===== src/rtl/mist_sys_ctrl.sv =====
`default_nettype none
// ============================================================================
// Module      : mist_sys_ctrl
// Description : Reset sequencer (edge-triggered, fixed-length sys_res pulse)
//               and CPU clock-enable generator with a runtime divisor.
//               Optional CPU watchdog enabled by defining MIST_SYS_WDOG_EN.
// Revision    : 1.0 - initial release
// ============================================================================
module mist_sys_ctrl #(
  parameter int                 NUM_SRC  = 2,
  parameter logic [NUM_SRC-1:0] SRC_FALL = 2'b01,
  parameter int                 RES_LEN  = 16,
  parameter int                 DIV_W    = 16,
  parameter int                 WDOG_LEN = 4096
) (
  input  logic               clk,
  input  logic               res,
  input  logic [NUM_SRC-1:0] src,
  input  logic               hold,
  input  logic [DIV_W-1:0]   cpu_div,
  input  logic               heartbeat,
  output logic               sys_res,
  output logic               cpu_tick,
  output logic [NUM_SRC-1:0] res_cause,
  output logic               wdog_trip
);

  localparam int                  c_PCNT_W    = (RES_LEN > 1) ? $clog2(RES_LEN) : 1;
  localparam logic [c_PCNT_W-1:0] c_PCNT_LAST = c_PCNT_W'(RES_LEN - 1);

  typedef enum logic [0:0] {
    S_IDLE  = 1'b0,
    S_PULSE = 1'b1
  } state_t;

  state_t              r_state;
  state_t              w_state_nxt;
  logic [c_PCNT_W-1:0] r_pcnt;
  logic [c_PCNT_W-1:0] w_pcnt_nxt;
  logic [NUM_SRC-1:0]  r_cause;
  logic [NUM_SRC-1:0]  w_cause_nxt;
  logic                r_trip;
  logic                w_trip_nxt;
  logic                r_sys_res;
  logic                w_sys_res_nxt;
  logic [NUM_SRC-1:0]  r_prev;
  logic [NUM_SRC-1:0]  w_fire;
  logic                w_src_any;
  logic                w_wd_fire;

  logic [DIV_W-1:0]    r_div_cnt;
  logic [DIV_W-1:0]    w_div_nxt;
  logic [DIV_W-1:0]    w_dm1;
  logic                w_held;
  logic                r_tick;

  // A source fires on a level change that lands on its active level.
  assign w_fire    = (r_prev ^ src) & (src ^ SRC_FALL);
  assign w_src_any = |w_fire;

  always_ff @(posedge clk) begin
    r_prev <= src;
  end

  // --------------------------------------------------------------------------
  // Pulse FSM
  // --------------------------------------------------------------------------
  always_ff @(posedge clk) begin
    if (res) begin
      r_state   <= S_PULSE;
      r_pcnt    <= '0;
      r_cause   <= '0;
      r_trip    <= 1'b0;
      r_sys_res <= 1'b1;
    end else begin
      r_state   <= w_state_nxt;
      r_pcnt    <= w_pcnt_nxt;
      r_cause   <= w_cause_nxt;
      r_trip    <= w_trip_nxt;
      r_sys_res <= w_sys_res_nxt;
    end
  end

  always_comb begin
    w_state_nxt = r_state;
    w_pcnt_nxt  = r_pcnt;
    w_cause_nxt = r_cause;
    w_trip_nxt  = r_trip;
    case (r_state)
      S_IDLE: begin
        if (w_src_any || w_wd_fire) begin
          w_state_nxt = S_PULSE;
          w_pcnt_nxt  = '0;
          if (w_src_any) begin
            w_cause_nxt = w_fire;
            w_trip_nxt  = w_wd_fire;
          end else begin
            w_trip_nxt  = 1'b1;
          end
        end
      end
      S_PULSE: begin
        // Late events restart the count so the core sees a full-length pulse.
        if (w_src_any) begin
          w_pcnt_nxt  = '0;
          w_cause_nxt = r_cause | w_fire;
        end else if (r_pcnt == c_PCNT_LAST) begin
          w_state_nxt = S_IDLE;
        end else begin
          w_pcnt_nxt  = r_pcnt + c_PCNT_W'(1);
        end
      end
      default: w_state_nxt = S_IDLE;
    endcase
  end

  assign w_sys_res_nxt = (w_state_nxt == S_PULSE);

  // --------------------------------------------------------------------------
  // CPU tick divider
  // --------------------------------------------------------------------------
  // The counter wraps after a tick rather than at D-1, so a divisor shrunk
  // below the current count still yields one tick before the new period.
  assign w_dm1     = (cpu_div == '0) ? '0 : cpu_div - DIV_W'(1);
  assign w_held    = r_sys_res || w_sys_res_nxt || hold;
  assign w_div_nxt = r_tick ? '0 : r_div_cnt + DIV_W'(1);

  always_ff @(posedge clk) begin
    if (res || w_held) begin
      r_div_cnt <= '0;
      r_tick    <= 1'b0;
    end else begin
      r_div_cnt <= w_div_nxt;
      r_tick    <= (w_div_nxt >= w_dm1);
    end
  end

  // --------------------------------------------------------------------------
  // Watchdog
  // --------------------------------------------------------------------------
`ifdef MIST_SYS_WDOG_EN
  localparam int c_WD_W = $clog2(WDOG_LEN + 1);

  logic [c_WD_W-1:0] r_wd_cnt;

  always_ff @(posedge clk) begin
    if (res || heartbeat || w_held) begin
      r_wd_cnt <= '0;
    end else if (r_tick) begin
      r_wd_cnt <= r_wd_cnt + c_WD_W'(1);
    end
  end

  assign w_wd_fire = (r_wd_cnt == c_WD_W'(WDOG_LEN));
`else
  localparam int c_unused_wdog_len = WDOG_LEN;
  logic w_unused_heartbeat;
  assign w_unused_heartbeat = heartbeat;
  assign w_wd_fire          = 1'b0;
`endif

  assign sys_res   = r_sys_res;
  assign cpu_tick  = r_tick;
  assign res_cause = r_cause;
`ifdef MIST_SYS_WDOG_EN
  assign wdog_trip = r_trip;
`else
  assign wdog_trip = 1'b0;
`endif

endmodule
`default_nettype wire

===== config.mk =====
export PLATFORM = sky130hd
export DESIGN_NAME = mist_sys_ctrl
export DESIGN_NICKNAME = d
export VERILOG_FILES = /design/src/rtl/mist_sys_ctrl.sv
export SDC_FILE = /design/constraint.sdc
export NUM_CORES = 1
export LEC_CHECK = 0
export CORE_MARGIN = 2
export CORE_UTILIZATION = 45
export DETAILED_ROUTE_END_ITERATION = 16
export GPL_TIMING_DRIVEN = 0
export PLACE_DENSITY = 0.65
export RECOVER_POWER = 50
export SYNTH_ARGS = -nofsm -noshare
export SYNTH_HDL_FRONTEND = slang
export SYNTH_SLANG_ARGS = --single-unit

===== constraint.sdc =====
create_clock -name clk -period 3.5 [get_ports clk]
set_clock_uncertainty 0.15 [all_clocks]
set_input_delay 0.7 -clock clk [delete_from_list [all_inputs] [get_ports clk]]
set_output_delay 0.7 -clock clk [all_outputs]
set_load 0.02 [all_outputs]

---- Yosys cells after proc, flatten, opt, wreduce, memory -nomap -nowiden ----
Cells that the tools add are included.
storage, ports and cells
  input port bits ......................... 22
  output and inout bits ................... 5
  register bits after elaboration ......... 26
cells by class
  equal/unequal tests ..................... 4
  bitwise gates (word level) .............. 5
  reductions and logical operators ........ 7
  $lt $le $gt $ge ......................... 1
  add/subtract/negate cells ............... 3
  muxes and demuxes ....................... 13
operators with widths
  cell                                                                      count
  16-bit two-way mux                                                        2
  16-bit by 1-bit adder with 16-bit output (second input constant)          1
  16-bit greater-or-equal comparator                                        1
  16-bit zero test                                                          1
  16-bit by 1-bit subtractor with 16-bit output (second input constant)     1
  4-bit two-way mux                                                         3
  4-bit one-hot mux with 2 select lines                                     1
  4-bit by 1-bit adder with 4-bit output (second input constant)            1
  4-bit equality test (second input constant)                               1
  2-bit two-way mux                                                         2
  2-bit one-hot mux with 2 select lines                                     1
  2-bit AND reduction                                                       2
  1-bit logical OR                                                          3
  1-bit two-way mux                                                         3
  3-bit inequality test (second input constant)                             1
  2-bit bitwise AND                                                         1
  2-bit by 1-bit inequality test with 1-bit output (second input constant)  1
  2-bit inequality test (second input constant)                             1
  1-bit inverter                                                            2
  2-bit bitwise OR                                                          1
  1-bit one-hot mux with 2 select lines                                     1
  2-bit OR reduction                                                        1
  2-bit XOR                                                                 1

---- Logic depth before layout (Yosys ltp) ----
Gate-level depths: netlist of run 1.
  depth in word-level cells ............... 8
  gate-level depth with buffers ........... 12

---- Least setup slack after synthesis of run 1 ----
Ideal clock, no wire load.
  kind .................................... input to register
  from .................................... input cpu_div[9]
  to ...................................... register r_tick, in the netlist cpu_tick
  arrival time ............................ 2.925 ns
  buffers on the path ..................... 0
  stages .................................. 10
  library setup time ...................... 0.130 ns
  path slack .............................. 0.295 ns
  cells stage by stage .................... or4_4 > or3_1 > or3_4 > nor3_2 > a21oi_1 > ha_1 > nand4_1 > a21oi_1 > a2111oi_0 > o22ai_1
between the ends
  cells in the longest elaborated chain, start to end .. 3
  elaborated cells on any way between the ends .. 4
  classes of those cells .................. 1 x add/sub; 1 x order compare; 1 x mux; 1 x reduce/logical
RTL lines
  element                                                                                   line  RTL
  start: declaration                                                                        20    input logic [DIV_W-1:0] cpu_div,
  16-bit by 1-bit subtractor with 16-bit output / 16-bit zero test (equally long branches)  124   assign w_dm1 = (cpu_div == '0) ? '0 : cpu_div - DIV_W'(1);
  16-bit two-way mux (*)                                                                    124
  16-bit greater-or-equal comparator (*)                                                    134   r_tick <= (w_div_nxt >= w_dm1);
  end signal: assignment                                                                    134
  end: declaration                                                                          55    logic r_tick;
Mark *: on every way between the ends. The rest lies on a longest branch, timed or not.
A chain may end at the register's enable or synchronous reset.

---- Worst setup path in the final report of run 1 ----
  from .................................... input cpu_div[8]
  to ...................................... register r_tick, in the netlist cpu_tick
The elaborated chain is that of the path after synthesis.

==> impl_metrics.csv, run 1 <==
group,metric,value,unit
detailed_routing,vias,1597,
timing,fin_ws,111,ps
synth,synthArstFlopShare,0,%
synth,syn-num-nets,265,
setup_path,r2r-end,"cpu_tick",
floorplanning,die_h,66.7,µm
detailed_routing,drc_errors,0,
timing,maxSlewViolCount,0,
global_routing,gr-total-overflow,0,
cells_and_area,layout_commonest_cell,"nor2_1",
timing,hold_viol_final,0,
setup_path,arrival,3380,ps
synth,yosys_warnings,0,
global_routing,antenna_found_initial,0,
cells_and_area,nFillCells,343,
detailed_routing,drt-wirelength-per-cell,12.3,µm
global_routing,grt_pass1_vias,1526,
setup_path,slowest_stage,"or4_4",
clocking,cts.sinks,26,
global_routing,grt_max_degree,16,
cells_and_area,syn_to_final_growth,26.3,%
detailed_routing,drt-vias-per-instance,5.29,
clocking,clock_latency,270,ps
outcome,status,"finished clean",
synth,synth_cells,223,
timing,worst_pin_slew,498,ps
placement,io_buffers,24,
setup_path,cp.required,3490,ps
placement,dpl-instance-area,2070,µm²
clocking,numCtsBuffers,3,
cells_and_area,diodes,0,
synth,yosysSeqAreaShare,29.4,%
clocking,htreeDepth,1,
setup_path,r2r_start,"r_div_cnt[4]",
floorplanning,start_util,47.7,%
setup_path,critPathKind,"input pin to flip-flop",
power_and_ir_drop,internal_power,496,µW
setup_path,critPathLaunchType,"input pin",
power_and_ir_drop,power.switching,137,µW
clocking,tritoncts,"yes",
synth,syn-cell-area,1770,µm²
setup_path,reg2reg_depth,10,
setup_path,max_stage_delay,590,ps
clocking,clkSlewWorstSetupHoldPaths,90,ps
detailed_routing,first_pass_iters,6,
placement,place_congestion,0.835,
clocking,clockBufferDepth,2,
floorplanning,io_pins,27,
power_and_ir_drop,pwr-share-comb,13.3,%
hold_path,hold_end,"res_cause[1]",
detailed_routing,antenna_left,0,
synth,synth_edf_count,0,
synth,ys_types,35,
power_and_ir_drop,p_leak,0.000932,µW
cells_and_area,layout-drive-gt1-share,10.2,%
timing,setup_violations,0,
setup_path,endpoint_kind,"flip-flop",
timing,fin_crit_sh,96.8,%
timing,max_freq,295,MHz
cells_and_area,fin_area,2240,µm²
clocking,ctsRootBufferMaster,"clkbuf_8",
placement,place_ws,-605,ps
cells_and_area,final_cell_mix,"37 x nor2_1, 26 x dfxtp_1, 20 x nand2_1, 20 x ha_1, 15 x xnor2_1",
placement,hpwlAfterDp,2.91,mm
synth,synthFlopType,"dfxtp_1",
cells_and_area,utilization,60.2,%
synth,synth-seq-cells,26,
floorplanning,fp.coreArea,3720,µm²
power_and_ir_drop,ir_worst_vdd,0.343,mV
cells_and_area,register_area,520,µm²
power_and_ir_drop,p_total,632,µW
cells_and_area,nNetsFinal,297,
timing,maxSlewHeadroom,66.7,%
run,drv_cap,0,
global_routing,grt_pass1_wl,6.61,mm
floorplanning,die_area,4450,µm²
detailed_routing,finalWirelength,3.73,mm
global_routing,grt_use_total,18.9,%
clocking,cts_hold_buf,0,
setup_path,crit_fanout,4,
floorplanning,rows,22,
setup_path,path_cells,"dlygate4sd2_1 > or4_4 > or3_4 > or3_4 > nor3_2 > a21oi_1 > ha_1 > nand4_1 > a21oi_1 > a2111oi_2 > o22ai_1",
floorplanning,dieWidth,66.7,µm
timing,fin_crit,3390,ps
detailed_routing,drt-initial-drc-count,50,
hold_path,min_delay_path_depth,2,
hold_path,hold_start,"res_cause[1]",
power_and_ir_drop,p_seq_share,47.8,%
power_and_ir_drop,p_sw_share,21.6,%
synth,syn_avg_cell_area,7.94,µm²
hold_path,min_path_type,"flip-flop to flip-flop",
setup_path,rrSetupSlack,670,ps
power_and_ir_drop,clkPwrFrac,39.0,%
cells_and_area,multi_input_area,1280,µm²
power_and_ir_drop,power_density,283,nW/µm²
## critical path: cells and delay by family
family	cells	cell delay, ps
and+or+nand+nor	5	1550
AOI/OAI and AO/OA	4	560
adders and majority gates	1	290
buffers and inverters	1	270
## what timing repair did
action | 4_1_cts | 5_1_grt
gates resized for setup | 13 | 8
gates cloned | 0 | 0
setup buffers | 2 | 1
setup endpoints to repair | 1 | 1
pin swaps | 4 | 3
endpoints found under the hold margin | 0 | 0
## cell type report
type                       count  area share [%]
buffer                         6            1.34
clock buffer                   3            1.84
clock inverter                 1            1.34
inverter                       6            1.01
multi-input combinational    185            57.0
sequential                    26            23.3
tap                           48            2.68
timing repair buffer          27            11.5
## sequential cells by signal (all words and copies together) (netlist names)
register / flops
cpu_tick: 1
r_div_cnt: 16
r_pcnt: 4
r_prev: 2
res_cause: 2
sys_res: 1
## cell usage after synthesis (6+ instances only)
cell	count	area share (%)
xor2_1	14	6.9
inv_1	6	1.3
nor3_1	13	3.7
ha_1	20	14
dfxtp_1	26	29
nand3_1	9	2.5
nand2_1	21	4.4
xnor2_1	15	7.4
nor4_1	6	2.1
nor2_1	37	7.8
nand4_1	8	2.8
a21oi_1	7	2.0
## stage by stage
step,setup TNS (ps),std cells,hold slack [ps]
floorplan,0,223,287
global route,-8.40,302,368
CTS,0,301,337
finish,0,302,332
detailed placement,-605,295,320
global placement,-640,295,314
## power groups by stage
stage	Sequential [µW]	Clock [µW]	Combinational, µW
after detailed placement	309	0	80.2
after global routing	303	261	94.4
after global placement	309	0	79.1
final	302	246	83.8
after CTS	302	251	81.5
after floorplan	311	0	37.8
## cells by family after synthesis
kind of cell | synth area share, %
AOI/OAI and AO/OA | 5.65
xor gates and xnor gates | 14.3
adders and majority gates | 14.1
buffers and inverters | 2.75
DFF | 29.4
muxes | 1.13
other | 0.212
and+or+nand+nor | 32.4
## worst max path at each step
stage,startpoint,to,slack [ps],cells after the start
global route,cpu_div[8],cpu_tick,-8,11
detailed placement,cpu_div[5],cpu_tick,-600,12
global placement,cpu_div[3],cpu_tick,-640,12
CTS,cpu_div[5],cpu_tick,100,12
finish,cpu_div[8],cpu_tick,110,11
floorplan,cpu_div[9],cpu_tick,300,10
## metal layers
metal	global-route usage, %	vias up	share of wire (%)
li1	-	836	-
met1	25.7	737	51
met2	32.4	22	46
met3	3.04	2	2.1
met4	2.30	0	0.16
met5	0	-	0
Note: power is estimated with default switching activity, not from simulation.
==> run 2, diff against run 1 <==
--- a/config.mk
+++ b/config.mk
@@ -5,12 +5,14 @@
 export SDC_FILE = /design/constraint.sdc
 export NUM_CORES = 1
 export LEC_CHECK = 0
+export CORE_ASPECT_RATIO = 1.25
 export CORE_MARGIN = 2
 export CORE_UTILIZATION = 45
 export DETAILED_ROUTE_END_ITERATION = 16
 export GPL_TIMING_DRIVEN = 0
 export PLACE_DENSITY = 0.65
 export RECOVER_POWER = 50
+export SLEW_MARGIN = 20
 export SYNTH_ARGS = -nofsm -noshare
 export SYNTH_HDL_FRONTEND = slang
 export SYNTH_SLANG_ARGS = --single-unit
==> run 2 against run 1 <==
Register-to-register slack improved by 90 ps. Flip-flop and latch count did not move. Global-route usage fell by 1.8 points. Critical endpoint unchanged.
==> impl_metrics.csv, run 2 (synthesis gave the netlist of run 1 again) <==
group,metric,value,unit
detailed_routing,finalWirelength,3.59,mm
detailed_routing,antenna_left,0,
power_and_ir_drop,p_leak,0.000948,µW
setup_path,endpoint_kind,"flip-flop",
cells_and_area,final_cells,310,
cells_and_area,layout_commonest_cell,"nor2_1",
placement,place_ws,-505,ps
power_and_ir_drop,clkPwrFrac,39.3,%
timing,maxSlewViolCount,0,
power_and_ir_drop,pwr-share-comb,13.0,%
timing,fin_crit_sh,94.0,%
floorplanning,dieWidth,60.1,µm
setup_path,crit_family,"simple AND/OR/NAND/NOR gates",
cells_and_area,layout-drive-gt1-share,8.98,%
timing,fin_crit,3290,ps
setup_path,critPathKind,"input pin to flip-flop",
floorplanning,die_area,4460,µm²
power_and_ir_drop,p_seq_share,47.8,%
detailed_routing,drt-initial-drc-count,44,
power_and_ir_drop,power.switching,137,µW
hold_path,hold_end,"res_cause[0]",
detailed_routing,vias,1597,
placement,placed_cells,301,
global_routing,grt_use_total,17.2,%
clocking,tritoncts,"yes",
hold_path,min_delay_path_depth,2,
setup_path,crit_start,"cpu_div[8]",
cells_and_area,largestRegisters,"r_div_cnt: 16 flops, r_pcnt: 4 flops",
cells_and_area,utilization,59.2,%
clocking,ctsRootBufferMaster,"clkbuf_8",
power_and_ir_drop,internal_power,496,µW
setup_path,max_stage_delay,550,ps
setup_path,crit_fanout,3,
setup_path,r2r_start,"r_div_cnt[3]",
timing,maxSlewHeadroom,66.8,%
timing,setup_violations,0,
cells_and_area,largest_reg_flops,16,
hold_path,min_path_type,"flip-flop to flip-flop",
power_and_ir_drop,power_density,283,nW/µm²
cells_and_area,diodes,0,
setup_path,critPathLaunchType,"input pin",
floorplanning,die_h,74.2,µm
clocking,htreeDepth,1,
floorplanning,start_util,46.8,%
timing,max_freq,304,MHz
clocking,clockBufferDepth,2,
floorplanning,fp.coreArea,3780,µm²
timing,rsz0062_at_grt,"false",
cells_and_area,nFillCells,366,
clocking,cts.sinks,26,
setup_path,cp.required,3500,ps
setup_path,slowest_stage,"or4_4",
cells_and_area,multi_input_area,1250,µm²
global_routing,grt_pass1_wl,6.05,mm
setup_path,arrival,3290,ps
floorplanning,io_pins,27,
global_routing,gr-total-overflow,0,
timing,setup_tns,0,ps
clocking,numCtsBuffers,3,
cells_and_area,nNetsFinal,299,
floorplanning,rows,25,
cells_and_area,syn_to_final_growth,26.4,%
placement,place_congestion,0.848,
placement,io_buffers,24,
setup_path,path_cells,"dlygate4sd2_1 > or4_4 > or3_4 > or3_4 > nor3_2 > a21oi_1 > ha_1 > nand4_1 > a21oi_1 > a2111oi_2 > o22ai_1",
detailed_routing,drt-vias-per-instance,5.15,
cells_and_area,register_area,520,µm²
placement,hpwlAfterDp,2.93,mm
timing,worst_pin_slew,496,ps
global_routing,grt_max_degree,16,
setup_path,rrSetupSlack,760,ps
setup_path,reg2reg_depth,10,
timing,fin_ws,209,ps
global_routing,grt_pass1_vias,1538,
setup_path,path_buf_inv,1,
cells_and_area,final_cell_mix,"37 x nor2_1, 26 x dfxtp_1, 21 x nand2_1",
global_routing,antenna_found_initial,0,
detailed_routing,first_pass_iters,6,
clocking,clkSlewWorstSetupHoldPaths,90,ps
setup_path,r2r-end,"cpu_tick",
timing,hold_ws,328,ps
clocking,clock_latency,270,ps
run,drv_cap,0,
detailed_routing,drt-wirelength-per-cell,11.6,µm
outcome,status,"finished clean",
cells_and_area,largest_register,"r_div_cnt",
detailed_routing,drc_errors,0,
timing,hold_viol_final,0,
power_and_ir_drop,ir_worst_vdd,0.260,mV
clocking,cts_hold_buf,0,
power_and_ir_drop,p_sw_share,21.6,%
hold_path,hold_start,"res_cause[0]",
run 2: through the flow:
step	area [µm²]	power, µW
2_1_floorplan	1770	349
3_3_place_gp	2080	388
3_5_place_dp	2080	390
4_1_cts	2190	639
5_1_grt	2240	659
6_report	2240	633
run 2: timing repair:
item / in CTS / in global routing
setup endpoints to repair: 1 / 1
pin swaps: 4 / 5
gates resized for setup: 8 / 7
setup buffers: 3 / 2
run 2: per-layer routing:
metal  GRT usage (%)  part of all wire (%)  vias up
li1                -                     -      836
met1            21.3                    46      734
met2            31.6                    51       22
met3            2.61                   2.4        5
met4            2.22                  0.67        0
met5               0                     0        -
run 2: power by group through the flow:
stage	Clock [µW]	Sequential [µW]	Combinational, µW
after floorplan	0	311	37.8
after global routing	264	303	91.4
final	248	302	82.0
after CTS	255	303	81.5
after global placement	0	309	79.1
after detailed placement	0	309	80.4
run 2: worst min-delay path, stage by stage, from the launching register on:
cell	delay, ps
dfxtp_1	320
o21ai_0	60
a21oi_1	60
run 2: how the worst max path moves through the flow:
stage               endpoint  cells past startpoint
global placement    cpu_tick                     12
finish              cpu_tick                     11
floorplan           cpu_tick                     10
CTS                 cpu_tick                     11
detailed placement  cpu_tick                     12
global route        cpu_tick                     13
run 2: area by class of cell:
cell class              count  area share, %
inverters                   6           1.01
flip-flops and latches     26           23.2
clock inverters             1           1.34
clock buffers               3           1.84
multi-input cells         185           55.8
plain buffers               6           1.23
repair buffers             29           12.5
well taps                  54           3.02
==> run 3, diff against run 2 <==
--- a/config.mk
+++ b/config.mk
@@ -9,7 +9,7 @@
 export CORE_MARGIN = 2
 export CORE_UTILIZATION = 45
 export DETAILED_ROUTE_END_ITERATION = 16
-export GPL_TIMING_DRIVEN = 0
+export MAX_ROUTING_LAYER = met4
 export PLACE_DENSITY = 0.65
 export RECOVER_POWER = 50
 export SLEW_MARGIN = 20
==> constraint.sdc (replaced) <==
create_clock -name clk -period 4.08 [get_ports clk]
set_clock_uncertainty 0.15 [all_clocks]
set_input_delay 0.816 -clock clk [delete_from_list [all_inputs] [get_ports clk]]
set_output_delay 0.816 -clock clk [all_outputs]
set_load 0.02 [all_outputs]
==> run 3 against run 2 <==
Global-route usage is 0.076 points lower. Clock power is 44% lower. Die area unchanged. Clock-buffer cell count stayed put. Power down 26%. Utilization fell by 2.4 points. Final cell count decreased by 1.6%. Non-clock buffer count is 4 lower.
==> impl_metrics.csv, run 3 (synthesis gave the netlist of run 1 again) <==
group,metric,value,unit
timing,fin_crit_sh,91.3,%
setup_path,path_cells,"clkdlybuf4s50_1 > or4_4 > or3_1 > or3_4 > nor3_2 > a21oi_1 > ha_1 > nand4_1 > a21oi_1 > a2111oi_0 > o22ai_1",
placement,hpwlAfterDp,2.89,mm
detailed_routing,drt-wirelength-per-cell,11.2,µm
cells_and_area,final_cell_mix,"37 x nor2_1, 26 x dfxtp_1, 21 x nand2_1",
global_routing,antenna_found_initial,0,
cells_and_area,utilization,56.7,%
global_routing,gr-total-overflow,0,
clocking,cts.sinks,26,
clocking,numCtsBuffers,3,
placement,dpl-instance-area,2110,µm²
clocking,clock_latency,260,ps
run,drv_cap,0,
cells_and_area,layout_commonest_cell,"nor2_1",
setup_path,crit_top_cell,"a21oi_1",
setup_path,r2r_start,"r_div_cnt[4]",
global_routing,grt_pass1_vias,1472,
setup_path,crit_fanout,4,
clocking,cts_resized,0,
cells_and_area,syn_to_final_growth,21.2,%
clocking,ctsRootBufferMaster,"clkbuf_8",
cells_and_area,nNetsFinal,295,
placement,placed_cells,302,
detailed_routing,first_pass_iters,4,
global_routing,grt_busiest_layer,"met2",
setup_path,crit_start,"cpu_div[8]",
clocking,clkSlewWorstSetupHoldPaths,80,ps
clocking,post-cts-setup-buffer-count,0,
placement,place_congestion,0.847,
setup_path,cp.required,4070,ps
global_routing,met1_usage,19.6,%
detailed_routing,antenna_left,0,
global_routing,grt_max_degree,26,
hold_path,hold_start,"res_cause[0]",
timing,hold_viol_final,0,
detailed_routing,drt-initial-drc-count,31,
cells_and_area,largest_register,"r_div_cnt",
power_and_ir_drop,ir_worst_vdd,0.223,mV
timing,worst_pin_slew,743,ps
floorplanning,rows,25,
floorplanning,die_area,4460,µm²
global_routing,met2_usage,31.9,%
floorplanning,start_util,46.8,%
setup_path,rrSetupSlack,1210,ps
detailed_routing,vias,1553,
cells_and_area,layout-drive-gt1-share,6.37,%
detailed_routing,finalWirelength,3.42,mm
cells_and_area,final_cells,305,
cells_and_area,diodes,0,
cells_and_area,fin_area,2150,µm²
detailed_routing,drt-vias-per-instance,5.09,
timing,rsz0062_at_grt,"false",
setup_path,slowest_stage,"or4_4",
clocking,htreeDepth,1,
timing,setup_tns,0,ps
setup_path,critPathKind,"input pin to flip-flop",
outcome,status,"finished clean",
clocking,cts_hold_buf,0,
timing,maxSlewViolCount,0,
power_and_ir_drop,power_density,218,nW/µm²
global_routing,grt_pass1_wl,5.88,mm
setup_path,critPathLaunchType,"input pin",
setup_path,arrival,3720,ps
placement,io_buffers,24,
clocking,clockBufferDepth,2,
timing,setup_violations,0,
cells_and_area,largest_reg_flops,16,
floorplanning,io_pins,27,
setup_path,crit_family,"simple AND/OR/NAND/NOR gates",
floorplanning,dieWidth,60.1,µm
timing,maxSlewHeadroom,50.4,%
cells_and_area,largestRegisters,"r_div_cnt: 16 flops, r_pcnt: 4 flops",
clocking,tritoncts,"yes",
hold_path,min_path_type,"flip-flop to flip-flop",
timing,fin_crit,3720,ps
setup_path,max_stage_delay,560,ps
global_routing,grt_use_total,17.1,%
power_and_ir_drop,p_total,467,µW
timing,max_freq,268,MHz
floorplanning,fp.coreArea,3780,µm²
power_and_ir_drop,p_leak,0.000896,µW
setup_path,path_buf_inv,1,
detailed_routing,drc_errors,0,
global_routing,grt_util_met3,2.61,%
floorplanning,die_h,74.2,µm
setup_path,endpoint_kind,"flip-flop",
run 3: worst reg2reg max path, delay by kind of cell (launching register included):
family | cells | cell delay, ps
flops | 1 | 390
fa+ha+maj | 1 | 360
simple gates | 5 | 1100
xor+xnor | 1 | 200
compound gates | 3 | 570
run 3: through the flow:
| stage | setup slack [ps] | hold slack [ps] |
|---|---|---|
| after floorplan | 759 | 287 |
| after global placement | 97.4 | 319 |
| after detailed placement | 96.6 | 322 |
| after CTS | 364 | 334 |
| after global routing | 149 | 373 |
| final | 355 | 327 |
run 3: per-layer routing:
layer	up-vias	part of all wire, %	wire [µm]
li1	833	-	-
met1	707	46	1570
met4	0	0.12	4
met5	-	0	0
met3	2	1.6	55
met2	11	52	1790
run 3: final timing paths:
path                                     end  depth (start not counted)
worst max register to register      cpu_tick                         10
worst min-delay path            res_cause[0]                          2
worst min register to register  res_cause[0]                          2
worst max-delay path                cpu_tick                         11
run 3: cell type report:
| class | instances | area (µm²) |
|---|---|---|
| clock buffer | 3 | 41.3 |
| fill | 394 | 1640 |
| tap | 54 | 67.6 |
| sequential | 26 | 520 |
| timing repair buffer | 31 | 293 |
| multi-input combinational | 185 | 1200 |
| inverter | 6 | 22.5 |
run 3: power by group:
| group | total (µW) | leakage (µW) | internal [µW] | switching, µW |
|---|---|---|---|---|
| Clock | 138 | 0.0000216 | 65.9 | 72.3 |
| Sequential | 259 | 0.000211 | 257 | 2.06 |
| Combinational | 69.5 | 0.000664 | 38.0 | 31.4 |
| Total | 467 | 0.000896 | 361 | 106 |
